## src/rtl/counter_x_pkg.sv

```systemverilog
// counter_x_pkg: shared constants for the three-channel down-counter peripheral
package counter_x_pkg;
    localparam logic [1:0] MODE_ONESHOT  = 2'b00;
    localparam logic [1:0] MODE_PERIODIC = 2'b01;
    localparam logic [1:0] MODE_SQUARE   = 2'b10;
    localparam logic [1:0] CH0     = 2'd0;
    localparam logic [1:0] CH1     = 2'd1;
    localparam logic [1:0] CH2     = 2'd2;
    localparam logic [1:0] CH_CTRL = 2'd3;
    localparam int CTRL_W = 12;
endpackage

```

## src/rtl/counter_chan.sv

```systemverilog
// counter_chan: one 32-bit down-counter channel with one-shot, periodic and square modes
module counter_chan
    import counter_x_pkg::*;
(
    input  logic        clk,
    input  logic        rst,
    input  logic        tick,
    input  logic        load_we,
    input  logic [31:0] load_val,
    input  logic        en,
    input  logic [1:0]  mode,
    input  logic        mode_chg,
    output logic [31:0] count,
    output logic        out
);
    logic [31:0] load;
    logic act, last, reload;
    assign act    = tick && en && load != 32'd0;
    assign last   = count <= 32'd1;
    assign reload = mode == MODE_PERIODIC || mode == MODE_SQUARE;
    // mode 2'b11 falls through to one-shot behaviour
    always_ff @(posedge clk or negedge rst) begin
        if (!rst) begin
            load  <= '0;
            count <= '0;
            out   <= 1'b0;
        end else if (load_we) begin
            load  <= load_val;
            count <= load_val;
            if (mode != MODE_SQUARE) out <= 1'b0;
        end else begin
            if (act) count <= !last ? count - 32'd1 : reload ? load : 32'd0;
            if (mode_chg) out <= 1'b0;
            else if (mode == MODE_PERIODIC) out <= act && last;
            else if (mode == MODE_SQUARE) out <= out ^ (act && last);
            else if (act && last) out <= 1'b1;
        end
    end
endmodule

```

## src/rtl/counter_x.sv

```systemverilog
// counter_x: three-channel programmable down-counter with shared prescaler,
// control register, write demux and combinational read mux
module counter_x
    import counter_x_pkg::*;
#(
    parameter int PRESC_DIV = 1,
    parameter int PRESC_W   = 16
) (
    input  logic        clk,
    input  logic        rst,
    input  logic        counter_we,
    input  logic [1:0]  counter_ch,
    input  logic [31:0] counter_val,
    output logic [31:0] counter_out,
    output logic        counter0_out,
    output logic        counter1_out,
    output logic        counter2_out
);
    localparam logic [PRESC_W-1:0] PRESC_LAST = PRESC_W'(PRESC_DIV - 1);
    logic [PRESC_W-1:0] presc;
    logic [CTRL_W-1:0]  ctrl;
    logic [31:0]        count [3];
    logic [2:0]         done;
    logic               tick, ctrl_we;
    assign tick    = presc == PRESC_LAST;
    assign ctrl_we = counter_we && counter_ch == CH_CTRL;
    always_ff @(posedge clk or negedge rst) begin
        if (!rst) begin
            presc <= '0;
            ctrl  <= '0;
        end else begin
            presc <= tick ? '0 : presc + 1'b1;
            if (ctrl_we) ctrl <= counter_val[CTRL_W-1:0];
        end
    end
    for (genvar i = 0; i < 3; i++) begin : g_chan
        counter_chan u_chan (
            .clk     (clk),
            .rst     (rst),
            .tick    (tick),
            .load_we (counter_we && counter_ch == 2'(i)),
            .load_val(counter_val),
            .en      (ctrl[4*i]),
            .mode    (ctrl[4*i+2:4*i+1]),
            .mode_chg(ctrl_we && counter_val[4*i+2:4*i+1] != ctrl[4*i+2:4*i+1]),
            .count   (count[i]),
            .out     (done[i])
        );
    end
    assign counter_out = counter_ch == CH0 ? count[0] :
                         counter_ch == CH1 ? count[1] :
                         counter_ch == CH2 ? count[2] : {{(32-CTRL_W){1'b0}}, ctrl};
    assign {counter2_out, counter1_out, counter0_out} = done;
endmodule

```

## config.mk

```make
export PLATFORM = sky130hd
export DESIGN_NAME = counter_x
export DESIGN_NICKNAME = d
export VERILOG_FILES = /design/src/rtl/counter_x_pkg.sv /design/src/rtl/counter_chan.sv /design/src/rtl/counter_x.sv
export SDC_FILE = /design/constraint.sdc
export NUM_CORES = 1
export LEC_CHECK = 0
export CAP_MARGIN = 20
export CORE_UTILIZATION = 55
export DETAILED_ROUTE_END_ITERATION = 6
export PLACE_DENSITY = 0.82
export SETUP_SLACK_MARGIN = 0.2
export SYNTH_ARGS = -nofsm -noshare
export SYNTH_HDL_FRONTEND = slang
export SYNTH_SLANG_ARGS = --single-unit
```

## constraint.sdc

```tcl
create_clock -name clk -period 2.6 [get_ports clk]
set_input_delay 0.39 -clock clk [delete_from_list [all_inputs] [get_ports clk]]
set_output_delay 0.39 -clock clk [all_outputs]
set_load 0.01 [all_outputs]
```

After elaboration in Yosys (flattened, before gate mapping) --
Cells that the tools add are included. W data, S select, Z words.
Operators by class: add/subtract/negate cells 4, magnitude comparators 3, equality and inequality tests 18, multiplexer cells 34, bitwise operators 3, reduce and logical (&&, ||, !) cells 33
Operators with widths (number):
- $mux W32 | 15
- $le A32 B1 Y1 const B | 3
- $reduce_bool A32 Y1 | 3
- $sub A32 B1 Y32 const B | 3
- $mux W1 | 18
- $add A16 B1 Y16 const B | 1
- $logic_and A1 B1 Y1 | 16
- $logic_not A16 Y1 | 1
- $mux W16 | 1
- $reduce_bool A5 Y1 | 3
- $ne A2 B2 Y1 const B | 6
- $eq A2 B2 Y1 const B | 5
- $eq A2 B1 Y1 const B | 4
- $ne A2 B2 Y1 | 3
- $reduce_and A2 Y1 | 3
- $reduce_bool A2 Y1 | 3
- $logic_or A1 B1 Y1 | 3
- $xor A1 B1 Y1 | 3
- $logic_not A2 Y1 | 1
Storage, ports and cells: bits in registers 223, bits of input ports 37, word-level logic and storage cells 106

Depth between registers and ports, before layout --
Gate-level depths: netlist of the first run.
depth in word-level cells 9, mapped depth 10

By module --
Synthesis of the first run repeated with hierarchy kept, for this count alone.
Second synthesis, totals: cell total of the unflattened synthesis 1498, area, all modules 13653.1 um^2
By module, submodules not included:
- counter_chan at g_chan[0].u_chan ... | times used 2, cells an instance 444, area each 3906.2 um^2, seq. area each 1626.6 um^2
- counter_chan at g_chan[2].u_chan | times used 1, cells an instance 421, area each 3816.2 um^2, seq. area each 1626.6 um^2
- counter_x | times used 1, cells an instance 189, area each 2024.4 um^2, seq. area each 700.7 um^2

Worst setup path before layout of the first run --
Ideal clock, no wire load.
path type register to register, from reg g_chan[0].u_chan.count[20], to reg g_chan[0].u_chan.count[22], library setup time 0.126 ns, arrival 2.457 ns, data required time 2.474 ns, setup slack 0.017 ns, stages on the path, launching flop included 10, cell sequence dfrtp_1 -> or4_4 -> or2_1 -> buf_2 -> or4_1 -> buf_4 -> buf_6 -> nand3_2 -> a21oi_1 -> a221o_1
Between the ends: word-level cells in the longest chain between the ends 4, elaborated cells on any way between the ends 5, those cells by class add/sub: 1; order compare: 1; mux: 3
RTL lines:
- start, declared | line counter_chan.sv:13 | output logic [31:0] count,
- start signal, assigned | line counter_chan.sv:29 | count <= load_val;
- start signal, assigned | line counter_chan.sv:32 | if (act) count <= !last ? count - 32'd1 : reload ? load : 32'd0;
- $sub A32 B1 Y32 or $le A32 B1 Y1 (tied branches) | line counter_chan.sv:32, counter_chan.sv:19
- $mux W32 (*) (2 in series) | line counter_chan.sv:32
- $mux W32 (*) | line counter_chan.sv:27 | end else if (load_we) begin
Mark *: on every way between the ends. The rest lies on a longest branch, timed or not. The select of a mux whose other input is x is not followed. A chain may end at the register's enable or synchronous reset.

Worst setup path after layout of the first run --
from reg g_chan[0].u_chan.count[20], to reg g_chan[0].u_chan.count[10]
Between the ends: word-level cells in the longest chain between the ends 4
RTL lines:
- $le A32 B1 Y1 | line counter_chan.sv:19 | assign last = count <= 32'd1;
- $mux W32 (2 in series) | line counter_chan.sv:32
- $mux W32 | line counter_chan.sv:27
Every way passes these cells. The select of a mux whose other input is x is not followed.

==> results of run 1 <==
Yosys cell counts (4+ instances only):
library cell,count
a211o_1,14
a211oi_1,19
a21o_1,4
a21oi_1,86
a221o_1,8
a221oi_1,4
a22oi_1,10
a311oi_1,7
a31oi_1,21
and3_1,20
and4_1,4
buf_1,5
buf_2,11
buf_6,4
clkbuf_1,86
dfrtp_1,223
ha_1,14
inv_1,24
mux2_2,12
mux2i_1,21
mux4_2,11
nand2_1,364
nand2b_1,5
nand3_1,39
nand4_1,21
nor2_1,104
nor2b_1,6
nor3_1,56
nor3b_1,8
nor4_1,62
o211ai_1,18
o21a_1,8
o21ai_0,77
o21ai_1,27
o22a_1,4
o31ai_1,13
o41ai_1,6
or2_2,4
or3_1,16
or4_1,17
xnor2_1,34
xor2_1,33
through the flow:
stage	instances	utilization
after floorplan	1593	-
after CTS	2122	0.719
final	2151	0.751
after global placement	2055	0.663
after detailed placement	2055	0.663
after global routing	2151	0.751
worst paths after layout:
kind                                       startpoint                          to  slack (ps)
hold reg to reg              g_chan[2].u_chan.load[3]    g_chan[2].u_chan.load[3]         500
min in group clk             g_chan[2].u_chan.load[3]    g_chan[2].u_chan.load[3]         500
setup reg to reg           g_chan[0].u_chan.count[20]  g_chan[0].u_chan.count[10]          70
max in group asynchronous                         rst  g_chan[2].u_chan.count[11]        1450
hold / removal                                    rst  g_chan[0].u_chan.count[25]         390
setup / recovery           g_chan[0].u_chan.count[20]  g_chan[0].u_chan.count[10]          70
state kept, by name, indices dropped and copies added (netlist names):
register	cells
g_chan.u_chan.load	96
ctrl	12
presc	16
g_chan.u_chan.count	96
g_chan.u_chan.out	3
metal layers:
metal / wire length (um) / track usage
met1: 19800 / 0.550
met2: 24300 / 0.650
met3: 6450 / 0.0846
met4: 2940 / 0.212
met5: 13 / 0
worst max-delay path, stage by stage (launching register included):
cell and delay, ps:
dfrtp_1 400, or4_4 530, or2_1 240, or4_4 540
buf_12 180, nand2_8 90, o21ai_1 80, a221o_1 350
placed cells by master (no fill, tap or decap), types with 21 or more instances in the layout:
master,n
inv_1,23
nand3_1,37
nor4_1,46
clkbuf_16,29
clkdlybuf4s50_1,37
nand4_1,21
dlygate4sd2_1,30
dfrtp_1,215
nand2_1,364
o21ai_1,33
o21ai_0,69
nor2_1,97
buf_4,193
a21oi_1,65
xor2_1,33
mux2i_1,21
nor3_1,48
xnor2_1,34
kinds of logic after synthesis:
kind of cell | after synthesis
buffers and inverters | 134
xor gates and xnor gates | 67
DFF | 223
adders and majority gates | 14
muxes | 45
AOI/OAI and AO/OA | 352
and+or+nand+nor | 758
what timing repair did:
action	in CTS	in global routing
buffers inserted	18	25
hold endpoints to repair	57	0
pin swaps	27	44
resized for setup	81	105
setup endpoints to repair	94	92
cloned	5	4
hold buffers	1	0
where the power goes:
group,leakage (uW),switching [uW],internal [uW]
logic,0.00473,3280,2570
registers,0.00274,951,4270
clock network,0.000415,1480,2220
total,0.00789,5700,9060
final cells by class:
| class | count | area [um^2] |
|---|---|---|
| Inverter | 24 | 90.1 |
| Clock buffer | 36 | 727 |
| Clock inverter | 7 | 110 |
| Fill cell | 1713 | 5910 |
| Sequential cell | 223 | 5590 |
| Multi-Input combinational cell | 1236 | 7950 |
| Timing Repair Buffer | 306 | 2910 |
| Tap cell | 319 | 399 |
==> flow_summary.json, run 1 <==
{
  "gp_congestion": 1.00,
  "die_y_um": 158,
  "synth_top_family_by_area": "simple AND/OR/NAND/NOR gates",
  "gr-usage-all-layers": 0.416,
  "hold_ws_ps": 390,
  "drv_cap": 0,
  "numPortBuffers": 71,
  "clk_pin_slew_worst_paths_ps": 70,
  "ir_worst_vdd_uv": 886,
  "finalMaxSlewViolations": 0,
  "cts.sinks": 223,
  "period_share": 0.974,
  "ys_types": 78,
  "placement_rows": 56,
  "seq_area_frac_synth": 0.417,
  "power_density_nw_per_um2": 831,
  "nNetsFinal": 1867,
  "fin_setup_tns_ps": 0,
  "outcome": "complete, but fails checks",
  "die-area_um2": 25000,
  "coreArea_um2": 23700,
  "ioPinCount": 72,
  "h-tree-depth": 1,
  "synth_xor_area_frac": 0.0438,
  "yosys.area_share.simple": 0.269,
  "slew_headroom": 0.556,
  "syn_to_final_growth_pct": 32.7,
  "leakage_uw": 0.00789,
  "place_ws_ps": -16.3,
  "syn_inst": 1593,
  "ys_async_sr_fraction": 1.00,
  "setup_ws_ps": 67.9,
  "initial_core_util": 0.566,
  "grt_max_degree": 61,
  "die_w_um": 158,
  "start_kind": "flip-flop",
  "yosysTopAreaCell": "dfrtp_1",
  "skew_ps": 11.1,
  "avgRoutedWirePerCell_um": 24.9,
  "synth_fa_ha_area_frac": 0.0131,
  "dr_total_vias": 14500,
  "end_kind": "flip-flop",
  "cts_buffer_depth": 3,
  "synth_seq_cells": 223,
  "insertion_delay_ps": 540,
  "drc": 1,
  "synth.top_cell.area_share": 0.417,
  "ant_nets": 0,
  "drtIter0Drc": 1813,
  "worstMarginPinSlew_ps": 665,
  "syn_area_um2": 13400,
  "synth_ff_type": "dfrtp_1",
  "viasPerCell": 6.72,
  "postLayoutCellArea_um2": 17800,
  "wl_um": 53500,
  "first_global_vias": 13500,
  "synth_nets": 1644,
  "numCtsBuffers": 25,
  "synthMuxAreaShare": 0.0462,
  "reg2reg_depth": 7,
  "violations": "design-rule violations",
  "synth_edf_count": 0,
  "placed_area_um2": 15700,
  "synth_compound_area_frac": 0.168,
  "hold_viol_final": 0,
  "finalSetupViolations": 0,
  "power_uw": 14800,
  "tritoncts": "built",
  "critPathKind": "reg -> reg",
  "hold_class": "in -> async",
  "grt_pass1_wl_um": 77900,
  "arrival_ps": 2930,
  "min_period_ps": 2530,
  "cts_root_buffer": "clkbuf_16",
  "cp_data_required_time_ps": 3000,
  "diodes": 0,
  "antenna_found_initial": 1,
  "grt-ovfl-total": 0,
  "rsz0062_at_grt": "yes",
  "drive_gt1_frac": 0.245,
  "fmax_ghz": 0.395,
  "avgSynthCellArea_um2": 8.41,
  "yosysWarnings": 0,
  "synthTopCellsByArea": "dfrtp_1, nand2_1, a21oi_1",
  "path_max_fanout": 6,
  "first_pass_iters": 7,
  "hpwl_um": 36500
}
No activity file was read; power rests on OpenSTA's default activity.
==> run 2, diff against run 1 <==
--- a/config.mk
+++ b/config.mk
@@ -5,11 +5,14 @@
 export SDC_FILE = /design/constraint.sdc
 export NUM_CORES = 1
 export LEC_CHECK = 0
+export ABC_CLOCK_PERIOD_IN_PS = 2600
 export CAP_MARGIN = 20
 export CORE_UTILIZATION = 55
 export DETAILED_ROUTE_END_ITERATION = 6
-export PLACE_DENSITY = 0.82
+export DONT_BUFFER_PORTS = 1
+export PLACE_DENSITY = 0.78
 export SETUP_SLACK_MARGIN = 0.2
+export SKIP_CTS_REPAIR_TIMING = 1
 export SYNTH_ARGS = -nofsm -noshare
 export SYNTH_HDL_FRONTEND = slang
 export SYNTH_SLANG_ARGS = --single-unit
==> run 2 against run 1 <==
Compared with the run above: largest cell class unchanged; die area unchanged; highest routed layer unchanged; the flow finishes with violations (negative hold slack); worst hold slack got worse by 840 ps; register-to-register slack is essentially flat; clock skew rose by 5.6 ps.
==> flow_summary.json, run 2 (same netlist as run 1, synthesis figures left out) <==
{
  "rrSetupSlack_ps": 80,
  "placed_area_um2": 14800,
  "cts_root_buffer": "clkbuf_16",
  "fin_setup_tns_ps": 0,
  "final_util": 0.714,
  "path_max_fanout": 12,
  "avgRoutedWirePerCell_um": 25.8,
  "layout_commonest_cell": "nand2_1",
  "nNetsFinal": 1803,
  "hold_viol_final": 241,
  "cp_top_family": "simple AND/OR/NAND/NOR gates",
  "p_int_uw": 8790,
  "die_y_um": 158,
  "syn_to_final_growth_pct": 26.2,
  "placement_rows": 56,
  "first_global_vias": 12700,
  "worstMarginPinSlew_ps": 918,
  "grt_pass1_wl_um": 74300,
  "crit_buf_inv": 1,
  "gp_congestion": 0.997,
  "end_kind": "flip-flop",
  "violations": "negative hold slack",
  "drc": 0,
  "min_period_ps": 2520,
  "switching_share": 0.379,
  "drv_cap": 0,
  "skew_ps": 16.7,
  "arrival_ps": 2930,
  "ant_nets": 0,
  "gr-usage-all-layers": 0.398,
  "start_kind": "flip-flop",
  "die_w_um": 158,
  "period_share": 0.969,
  "placed_cells": 1968,
  "power_density_nw_per_um2": 837,
  "coreArea_um2": 23700,
  "hpwl_um": 36100,
  "cp_data_required_time_ps": 3010,
  "clk_pin_slew_worst_paths_ps": 60,
  "clkPwrFrac": 0.260,
  "crit_end": "g_chan[0].u_chan.count[14]",
  "critPathMaxStageDelay_ps": 550,
  "fmax_ghz": 0.397,
  "antenna_found_initial": 4,
  "leakage_uw": 0.00750,
  "ir_worst_vdd_uv": 615,
  "wl_um": 53900,
  "finalMaxSlewViolations": 0,
  "numCtsBuffers": 25,
  "drive_gt1_frac": 0.223,
  "hold_ws_ps": -445,
  "dr_total_vias": 14000,
  "startpoint": "g_chan[0].u_chan.count[21]",
  "grt_max_degree": 224,
  "finalSetupViolations": 0,
  "die-area_um2": 25000,
  "cpMostUsedCell": "or4_4",
  "power.switching_uw": 5360,
  "cts_buffer_depth": 3,
  "tritoncts": "built",
  "path_depth": 7,
  "r2r-start": "g_chan[0].u_chan.count[21]",
  "initial_core_util": 0.566,
  "postLayoutCellArea_um2": 16900,
  "first_pass_iters": 6,
  "numPortBuffers": 0,
  "ioPinCount": 72,
  "critPathKind": "reg -> reg",
  "critical_path.cell_chain": "or4_4 > or2_1 > or4_4 > buf_12 > nand2_8 > o21ai_1 > a221o_1",
  "biggestRegsByFlops": "g_chan.u_chan.count (96), g_chan.u_chan.load (96), presc (16)",
  "grt-ovfl-total": 0,
  "drtIter0Drc": 1722,
  "rsz0062_at_grt": "yes",
  "seqPwrFrac": 0.368,
  "share_comb_of_total_power": 0.372,
  "slew_headroom": 0.381,
  "reg2reg_depth": 7,
  "reg2reg_to": "g_chan[0].u_chan.count[14]",
  "outcome": "complete, but fails checks",
  "viasPerCell": 6.70,
  "h-tree-depth": 1,
  "hold_class": "in -> async",
  "layout_common_cells": "nand2_1, dfrtp_1, buf_4, nor2_1, o21ai_0",
  "cp_slowest_cell": "or4_4",
  "cts.sinks": 223,
  "insertion_delay_ps": 540,
  "finalNonFillerCells": 2090
}
## run 2: power by group through the flow
stage,registers [uW],logic (uW),clock network [uW]
finish,5200,5270,3680
global route,5270,5570,3820
CTS,5100,4680,3690
detailed placement,5140,4660,0
global placement,5120,4560,0
floorplan,5010,2740,0
## run 2: per-layer routing
metal	GRT usage	up-vias	wire [um]
li1	-	6063	-
met4	0.187	4	3020
met3	0.0797	203	5760
met5	0	-	27
met1	0.519	6827	20500
met2	0.635	902	24600
## run 2: worst min-delay path by stage
stage / cells after the start / slack [ps] / endpoint
after detailed placement: 0 / 100 / g_chan[1].u_chan.load[21]
final: 0 / -450 / g_chan[0].u_chan.count[22]
after floorplan: 0 / 90 / ctrl[0]
after CTS: 0 / -450 / g_chan[1].u_chan.count[19]
after global placement: 0 / 100 / g_chan[1].u_chan.count[19]
after global routing: 0 / -460 / g_chan[1].u_chan.load[20]
## run 2: layout make-up
class	count	area (um^2)
antenna	1	2.50
clock inverter	5	75.1
clock buffer	40	772
fill	1869	6770
sequential	223	5580
inverter	24	90.1
timing repair buffer	242	2160
multi-input combinational	1236	7830
tap	319	399
## run 2: stage by stage
step                power, uW  setup slack [ps]
finish                  14100              81.4
global route            14700              27.6
CTS                     13500              28.7
detailed placement       9790              60.5
global placement         9680              88.8
floorplan                7760              57.6
